[src/rtl/sram_read_control.sv]
// Burst reader for a pipelined SRAM: issues word reads under buffer flow control
// and streams each returned 32-bit word out as four bytes, MSB first.
module sram_read_control #(
  parameter int READ_LATENCY = 2,
  parameter int FIFO_DEPTH   = 4
) (
  input  logic        clk_100,
  input  logic        rst,
  input  logic        start,
  input  logic [17:0] base_addr,
  input  logic [17:0] word_count,
  input  logic [31:0] data_from_sram,
  output logic [17:0] address_to_sram,
  output logic        chip_en,
  output logic        output_en,
  output logic        write_en_n,
  output logic [3:0]  byte_en,
  output logic        adv,
  output logic [7:0]  pixel_data,
  output logic        pixel_valid,
  input  logic        pixel_ready,
  output logic        busy,
  output logic        done
);

  localparam int PW = (FIFO_DEPTH > 1) ? $clog2(FIFO_DEPTH) : 1;
  localparam int CW = $clog2(FIFO_DEPTH + READ_LATENCY + 2);

  localparam logic [1:0] IDLE     = 2'd0;
  localparam logic [1:0] READING  = 2'd1;
  localparam logic [1:0] DRAINING = 2'd2;
  localparam logic [1:0] FINISH   = 2'd3;

  logic [1:0]              state_q, state_d;
  logic [17:0]             addr_q, addr_d;
  logic                    issue_q, issue_d;
  logic [17:0]             issue_left_q, issue_left_d;
  logic [17:0]             pop_left_q, pop_left_d;
  logic [READ_LATENCY-1:0] pipe_q, pipe_d;
  logic [31:0]             fifo_mem_q [FIFO_DEPTH];
  logic [31:0]             fifo_mem_d [FIFO_DEPTH];
  logic [PW-1:0]           wr_ptr_q, wr_ptr_d, rd_ptr_q, rd_ptr_d;
  logic [CW-1:0]           fifo_count_q, fifo_count_d;
  logic [1:0]              byte_idx_q, byte_idx_d;
  logic                    busy_q, busy_d;
  logic                    done_q, done_d;
  logic                    output_en_q, output_en_d;

  logic                    push_s, pop_s, xfer_s, can_issue_s, pix_valid_s;
  logic [CW-1:0]           outstanding_s;

  function automatic logic [PW-1:0] ptr_inc(input logic [PW-1:0] p);
    return (p == PW'(FIFO_DEPTH - 1)) ? {PW{1'b0}} : p + PW'(1);
  endfunction

  assign pix_valid_s = (fifo_count_q != {CW{1'b0}});

  // Next-state logic: FSM, issue flow control, read-return pipeline and FIFO bookkeeping.
  always_comb begin
    state_d      = state_q;
    addr_d       = addr_q;
    issue_d      = 1'b0;
    issue_left_d = issue_left_q;
    pop_left_d   = pop_left_q;
    wr_ptr_d     = wr_ptr_q;
    rd_ptr_d     = rd_ptr_q;
    fifo_count_d = fifo_count_q;
    byte_idx_d   = byte_idx_q;
    fifo_mem_d   = fifo_mem_q;

    // Returned data lands READ_LATENCY cycles after its issue cycle.
    pipe_d[0] = issue_q;
    for (int i = 1; i < READ_LATENCY; i++) begin
      pipe_d[i] = pipe_q[i-1];
    end
    push_s = pipe_q[READ_LATENCY-1];
    xfer_s = pix_valid_s && pixel_ready;
    pop_s  = xfer_s && (byte_idx_q == 2'd3);

    // Reads in flight include the one on the bus this cycle.
    outstanding_s = {{(CW-1){1'b0}}, issue_q};
    for (int i = 0; i < READ_LATENCY; i++) begin
      outstanding_s = outstanding_s + {{(CW-1){1'b0}}, pipe_q[i]};
    end
    can_issue_s = ((fifo_count_q + outstanding_s) < CW'(FIFO_DEPTH));

    if (push_s) begin
      fifo_mem_d[wr_ptr_q] = data_from_sram;
      wr_ptr_d = ptr_inc(wr_ptr_q);
    end else begin
      wr_ptr_d = wr_ptr_q;
    end
    if (pop_s) begin
      rd_ptr_d   = ptr_inc(rd_ptr_q);
      pop_left_d = pop_left_q - 18'd1;
    end else begin
      rd_ptr_d = rd_ptr_q;
    end
    if (xfer_s) begin
      byte_idx_d = byte_idx_q + 2'd1;
    end else begin
      byte_idx_d = byte_idx_q;
    end
    case ({push_s, pop_s})
      2'b10:   fifo_count_d = fifo_count_q + CW'(1);
      2'b01:   fifo_count_d = fifo_count_q - CW'(1);
      default: fifo_count_d = fifo_count_q;
    endcase

    case (state_q)
      IDLE: begin
        if (start && (word_count != 18'd0)) begin
          state_d      = READING;
          issue_d      = 1'b1;
          addr_d       = base_addr;
          issue_left_d = word_count - 18'd1;
          pop_left_d   = word_count;
        end else if (start) begin
          state_d = FINISH;
        end else begin
          state_d = IDLE;
        end
      end
      READING: begin
        if (issue_left_q == 18'd0) begin
          state_d = DRAINING;
        end else if (can_issue_s) begin
          issue_d      = 1'b1;
          addr_d       = addr_q + 18'd1;
          issue_left_d = issue_left_q - 18'd1;
        end else begin
          issue_d = 1'b0;
        end
      end
      DRAINING: begin
        if (pop_s && (pop_left_q == 18'd1)) begin
          state_d = FINISH;
        end else begin
          state_d = DRAINING;
        end
      end
      FINISH:  state_d = IDLE;
      default: state_d = IDLE;
    endcase

    busy_d      = (state_d != IDLE);
    output_en_d = !((state_d == READING) || (state_d == DRAINING));
    done_d      = (state_q == FINISH);
  end

  // State registers; reset drops in-flight reads and empties the buffer.
  always_ff @(posedge clk_100 or posedge rst) begin
    if (rst) begin
      state_q      <= IDLE;
      addr_q       <= 18'd0;
      issue_q      <= 1'b0;
      issue_left_q <= 18'd0;
      pop_left_q   <= 18'd0;
      pipe_q       <= {READ_LATENCY{1'b0}};
      wr_ptr_q     <= {PW{1'b0}};
      rd_ptr_q     <= {PW{1'b0}};
      fifo_count_q <= {CW{1'b0}};
      byte_idx_q   <= 2'd0;
      busy_q       <= 1'b0;
      done_q       <= 1'b0;
      output_en_q  <= 1'b1;
      for (int i = 0; i < FIFO_DEPTH; i++) begin
        fifo_mem_q[i] <= 32'd0;
      end
    end else begin
      state_q      <= state_d;
      addr_q       <= addr_d;
      issue_q      <= issue_d;
      issue_left_q <= issue_left_d;
      pop_left_q   <= pop_left_d;
      pipe_q       <= pipe_d;
      wr_ptr_q     <= wr_ptr_d;
      rd_ptr_q     <= rd_ptr_d;
      fifo_count_q <= fifo_count_d;
      byte_idx_q   <= byte_idx_d;
      busy_q       <= busy_d;
      done_q       <= done_d;
      output_en_q  <= output_en_d;
      fifo_mem_q   <= fifo_mem_d;
    end
  end

  // Head-word byte select, forced to zero whenever nothing is buffered.
  always_comb begin
    pixel_data = 8'd0;
    if (pix_valid_s) begin
      case (byte_idx_q)
        2'd0:    pixel_data = fifo_mem_q[rd_ptr_q][31:24];
        2'd1:    pixel_data = fifo_mem_q[rd_ptr_q][23:16];
        2'd2:    pixel_data = fifo_mem_q[rd_ptr_q][15:8];
        default: pixel_data = fifo_mem_q[rd_ptr_q][7:0];
      endcase
    end else begin
      pixel_data = 8'd0;
    end
  end

  assign pixel_valid     = pix_valid_s;
  assign address_to_sram = addr_q;
  assign chip_en         = 1'b0;
  assign write_en_n      = 1'b1;
  assign byte_en         = 4'b0000;
  assign adv             = 1'b0;
  assign output_en       = output_en_q;
  assign busy            = busy_q;
  assign done            = done_q;

endmodule

[config.mk]
export PLATFORM = sky130hd
export DESIGN_NAME = sram_read_control
export DESIGN_NICKNAME = d
export VERILOG_FILES = /design/src/rtl/sram_read_control.sv
export SDC_FILE = /design/constraint.sdc
export NUM_CORES = 1
export LEC_CHECK = 0
export ABC_AREA = 1
export CORE_MARGIN = 10
export CORE_UTILIZATION = 50
export DETAILED_ROUTE_END_ITERATION = 7
export DONT_BUFFER_PORTS = 1
export PLACE_DENSITY = 0.78
export SLEW_MARGIN = 40
export SYNTH_ARGS = -nofsm -noshare
export SYNTH_HDL_FRONTEND = slang
export SYNTH_SLANG_ARGS = --single-unit
[constraint.sdc]
create_clock -name clk_100 -period 7.4 [get_ports clk_100]
set_input_delay 2.22 -clock clk_100 [delete_from_list [all_inputs] [get_ports clk_100]]
set_output_delay 2.22 -clock clk_100 [all_outputs]
set_load 0.02 [all_outputs]
==> impl_metrics.csv <==
group,metric,value,unit
floorplanning,fp.dieW,166.1,µm
floorplanning,initial_core_util,50.78,%
floorplanning,die_height,166.1,µm
synth,ys_async_sr_fraction,100.0,%
detailed_routing,antenna_left,0,
layout,area_delta_synth_final,7.033,%
clock_tree,insertion_delay,0.46,ns
clock_tree,clk_pin_slew_worst_paths,0.08,ns
timing,relSlewSlack,42.47,%
place,dpl_cell_area,10790,µm²
place,place_congestion,0.9014,
global_routing,met3_usage,4.591,%
pwr,power_density,484.1,nW/µm²
detailed_routing,routed_wl,27460,µm
setup_path,path_max_fanout,67,
timing,fin_setup_tns,0,ns
worst_hold_path,hold_path.class,"flop to flop",
synth,yosysWarnings,0,
clock_tree,cts_buffer_depth,2,
detailed_routing,num_vias,9271,
timing,worst_pin_slew,0.8605,ns
clock_tree,ctsResizeCount,0,
pwr,leakage,0.005509,µW
setup_path,path_buf_inv,1,
clock_tree,cts_tree,"yes",
layout,final_nets,1472,
clock_tree,cts.sinks,199,
setup_path,max_stage_delay,0.73,ns
floorplanning,rows,53,
floorplanning,die_area,27590,µm²
setup_path,crit_required,5.18,ns
global_routing,use_met2,32.00,%
global_routing,grt_overflow,0,
global_routing,grt_pass1_vias,9069,
floorplanning,core-area,21020,µm²
layout,postLayoutCoreUtil,54.35,%
synth,seq_area_frac_synth,46.67,%
timing,setup_viol,0,
synth,synth_cell_type_count,41,
setup_path,cp_data_arrival_time,2.69,ns
worst_hold_path,worstHoldStart,"issue_q",
timing,clock.fmax,203.6,MHz
timing,drv_slew,0,
clock_tree,h-tree-depth,4,
synth,ys_dominant_reg_cell,"dfrtp_1",
setup_path,worstSetupPathType,"flop to primary output",
place,portBuffers,0,
job,maxCapViolCount,0,
layout,final_common_cell,"nand2_1",
setup_path,cp_cell_sequence,"inv_4, o21ai_0, o22ai_1, nand2_1, a31oi_1",
global_routing,grt-busiest-layer,"met2",
global_routing,track_usage,19.80,%
synth,ys_ff_latch,199,
setup_path,crit_path_start_kind,"flop",
global_routing,grt_first_pass_wirelength,45900,µm
timing,rsz0062_at_grt,"no",
layout,drive_gt1_share,5.667,%
setup_path,end_kind,"primary output",
pwr,irDropWorstVdd,0.2791,mV
layout,design_area,11420,µm²
global_routing,met1_usage,25.00,%
global_routing,grt_antenna_before_repair,5,
clock_tree,numCtsBuffers,17,
timing,period_needed,4.911,ns
floorplanning,ioPinCount,109,
setup_path,r2r-start,"fifo_count_q[0]",
detailed_routing,via_per_inst,5.542,
detailed_routing,drtIter0Drc,904,
clock_tree,ctsHoldBuffers,0,
layout,fillerInstances,1936,
synth,synth-edff-count,0,
clock_tree,cts_root_buffer,"clkbuf_16",
place,dp_hpwl,18650,µm
synth,syn_inst,1428,
synth,syn-cell-area,10670,µm²
detailed_routing,first_pass_iters,5,
timing,post-route-period-util,66.37,%
status,status,"finished, final reports clean",
detailed_routing,post-route-drc-count,0,
detailed_routing,routedWlPerCell,16.41,µm
setup_path,cp-startpoint,"rd_ptr_q[0]",
global_routing,grt_start_max_net_pins,89,
pwr,finalPower,5531,µW
layout,final_cell_mix,"410 x nand2_1, 232 x o21ai_0, 197 x dfrtp_1",
timing,finalHoldViolations,0,
synth,avgSynthCellArea,7.475,µm²
setup_path,crit_family,"compound AO/OA/AOI/OAI gates",
timing,finClkSkew,0.01676,ns
setup_path,cp_slowest_cell,"dfrtp_4",
clock_tree,postCtsSetupBuffers,0,
-- where the power goes --
group | internal [µW] | switching (µW) | total [µW]
registers | 1630 | 494 | 2120
logic | 797 | 1660 | 2450
clock network | 463 | 493 | 956
-- layer usage --
layer | vias to the layer above | part of all wire (%)
met2 | 311 | 48
met3 | 54 | 7.2
met1 | 4402 | 43
li1 | 4502 | -
met5 | - | 0.029
met4 | 2 | 2.6
-- Yosys cell counts, types with 5 or more instances --
cell	n	area, µm²
a21oi_1	12	60.06
a31oi_1	12	75.07
nand4_1	9	56.30
or2_2	5	31.28
o221ai_1	8	70.07
buf_2	10	50.05
xor2_1	14	122.6
nor2_1	151	566.8
clkbuf_1	47	176.4
nor2_2	9	56.30
xnor2_1	6	52.55
nor3_1	10	50.05
nand3b_1	5	37.54
o21ai_1	10	50.05
ha_1	17	212.7
nand2_2	5	31.28
o21ai_0	232	1161
dfrtp_1	198	4955
inv_1	113	424.2
nand2_1	414	1554
o22ai_1	8	50.05
buf_4	13	97.59
nand3_1	85	425.4
-- cells by family after synthesis --
group / synth area share, %
compound gates: 14.41
xor+xnor: 1.641
fa+ha+maj: 2.368
buf+inv: 7.748
flops: 46.67
other cells: 0.07036
simple gates: 27.10
-- path summary, 6_finish.rpt --
check                                  end  slack, ns  depth (start not counted)
setup / recovery             pixel_data[1]       2.49                          5
hold / removal                   pipe_q[0]       0.41                          0
setup reg to reg           fifo_count_q[1]       3.73                          8
hold reg to reg                  pipe_q[0]       0.41                          0
max in group asynchronous        output_en       4.97                          3
min in group asynchronous   fifo_mem_q[75]       1.68                          2
-- worst reg2reg max path: cells and delay by family, from the launching register on --
kind / cells / cell delay [ns]
AND/OR/NAND/NOR: 2 / 1.40
buffers and inverters: 3 / 0.83
adder cells (fa/ha/maj): 2 / 0.80
flip-flops: 1 / 0.42
AO/OA/AOI/OAI: 1 / 0.15
-- registers in the layout, summed over array words and instances, names as in the netlist --
register,cells
wr_ptr_q,2
output_en,1
fifo_count_q,3
busy,1
rd_ptr_q,2
fifo_mem_q,128
state_q,2
issue_q,1
issue_left_q,18
pipe_q,2
address_to_sram,18
byte_idx_q,2
pop_left_q,18
done,1
-- final cells by class --
| type | count | area [µm²] | area share [%] |
|---|---|---|---|
| multi-input cells | 1038 | 4910 | 42.97 |
| inverters | 118 | 449.2 | 3.932 |
| well taps | 275 | 344.1 | 3.012 |
| clock inverters | 15 | 196.4 | 1.719 |
| clock buffers | 17 | 425.4 | 3.724 |
| diodes | 4 | 10.01 | 0.08761 |
| repair buffers | 7 | 105.1 | 0.9199 |
| flip-flops and latches | 199 | 4985 | 43.63 |
-- per-stage QoR --
step | setup WS [ns] | hold slack [ns] | instances
after floorplan | 2.606 | 0.3856 | 1433
after global placement | 2.585 | 0.3939 | 1635
after detailed placement | 2.978 | 0.3999 | 1637
after CTS | 2.484 | 0.4182 | 1669
after global routing | 2.297 | 0.4278 | 1673
final | 2.489 | 0.4127 | 1673
No activity file was read; power rests on OpenSTA's default activity.
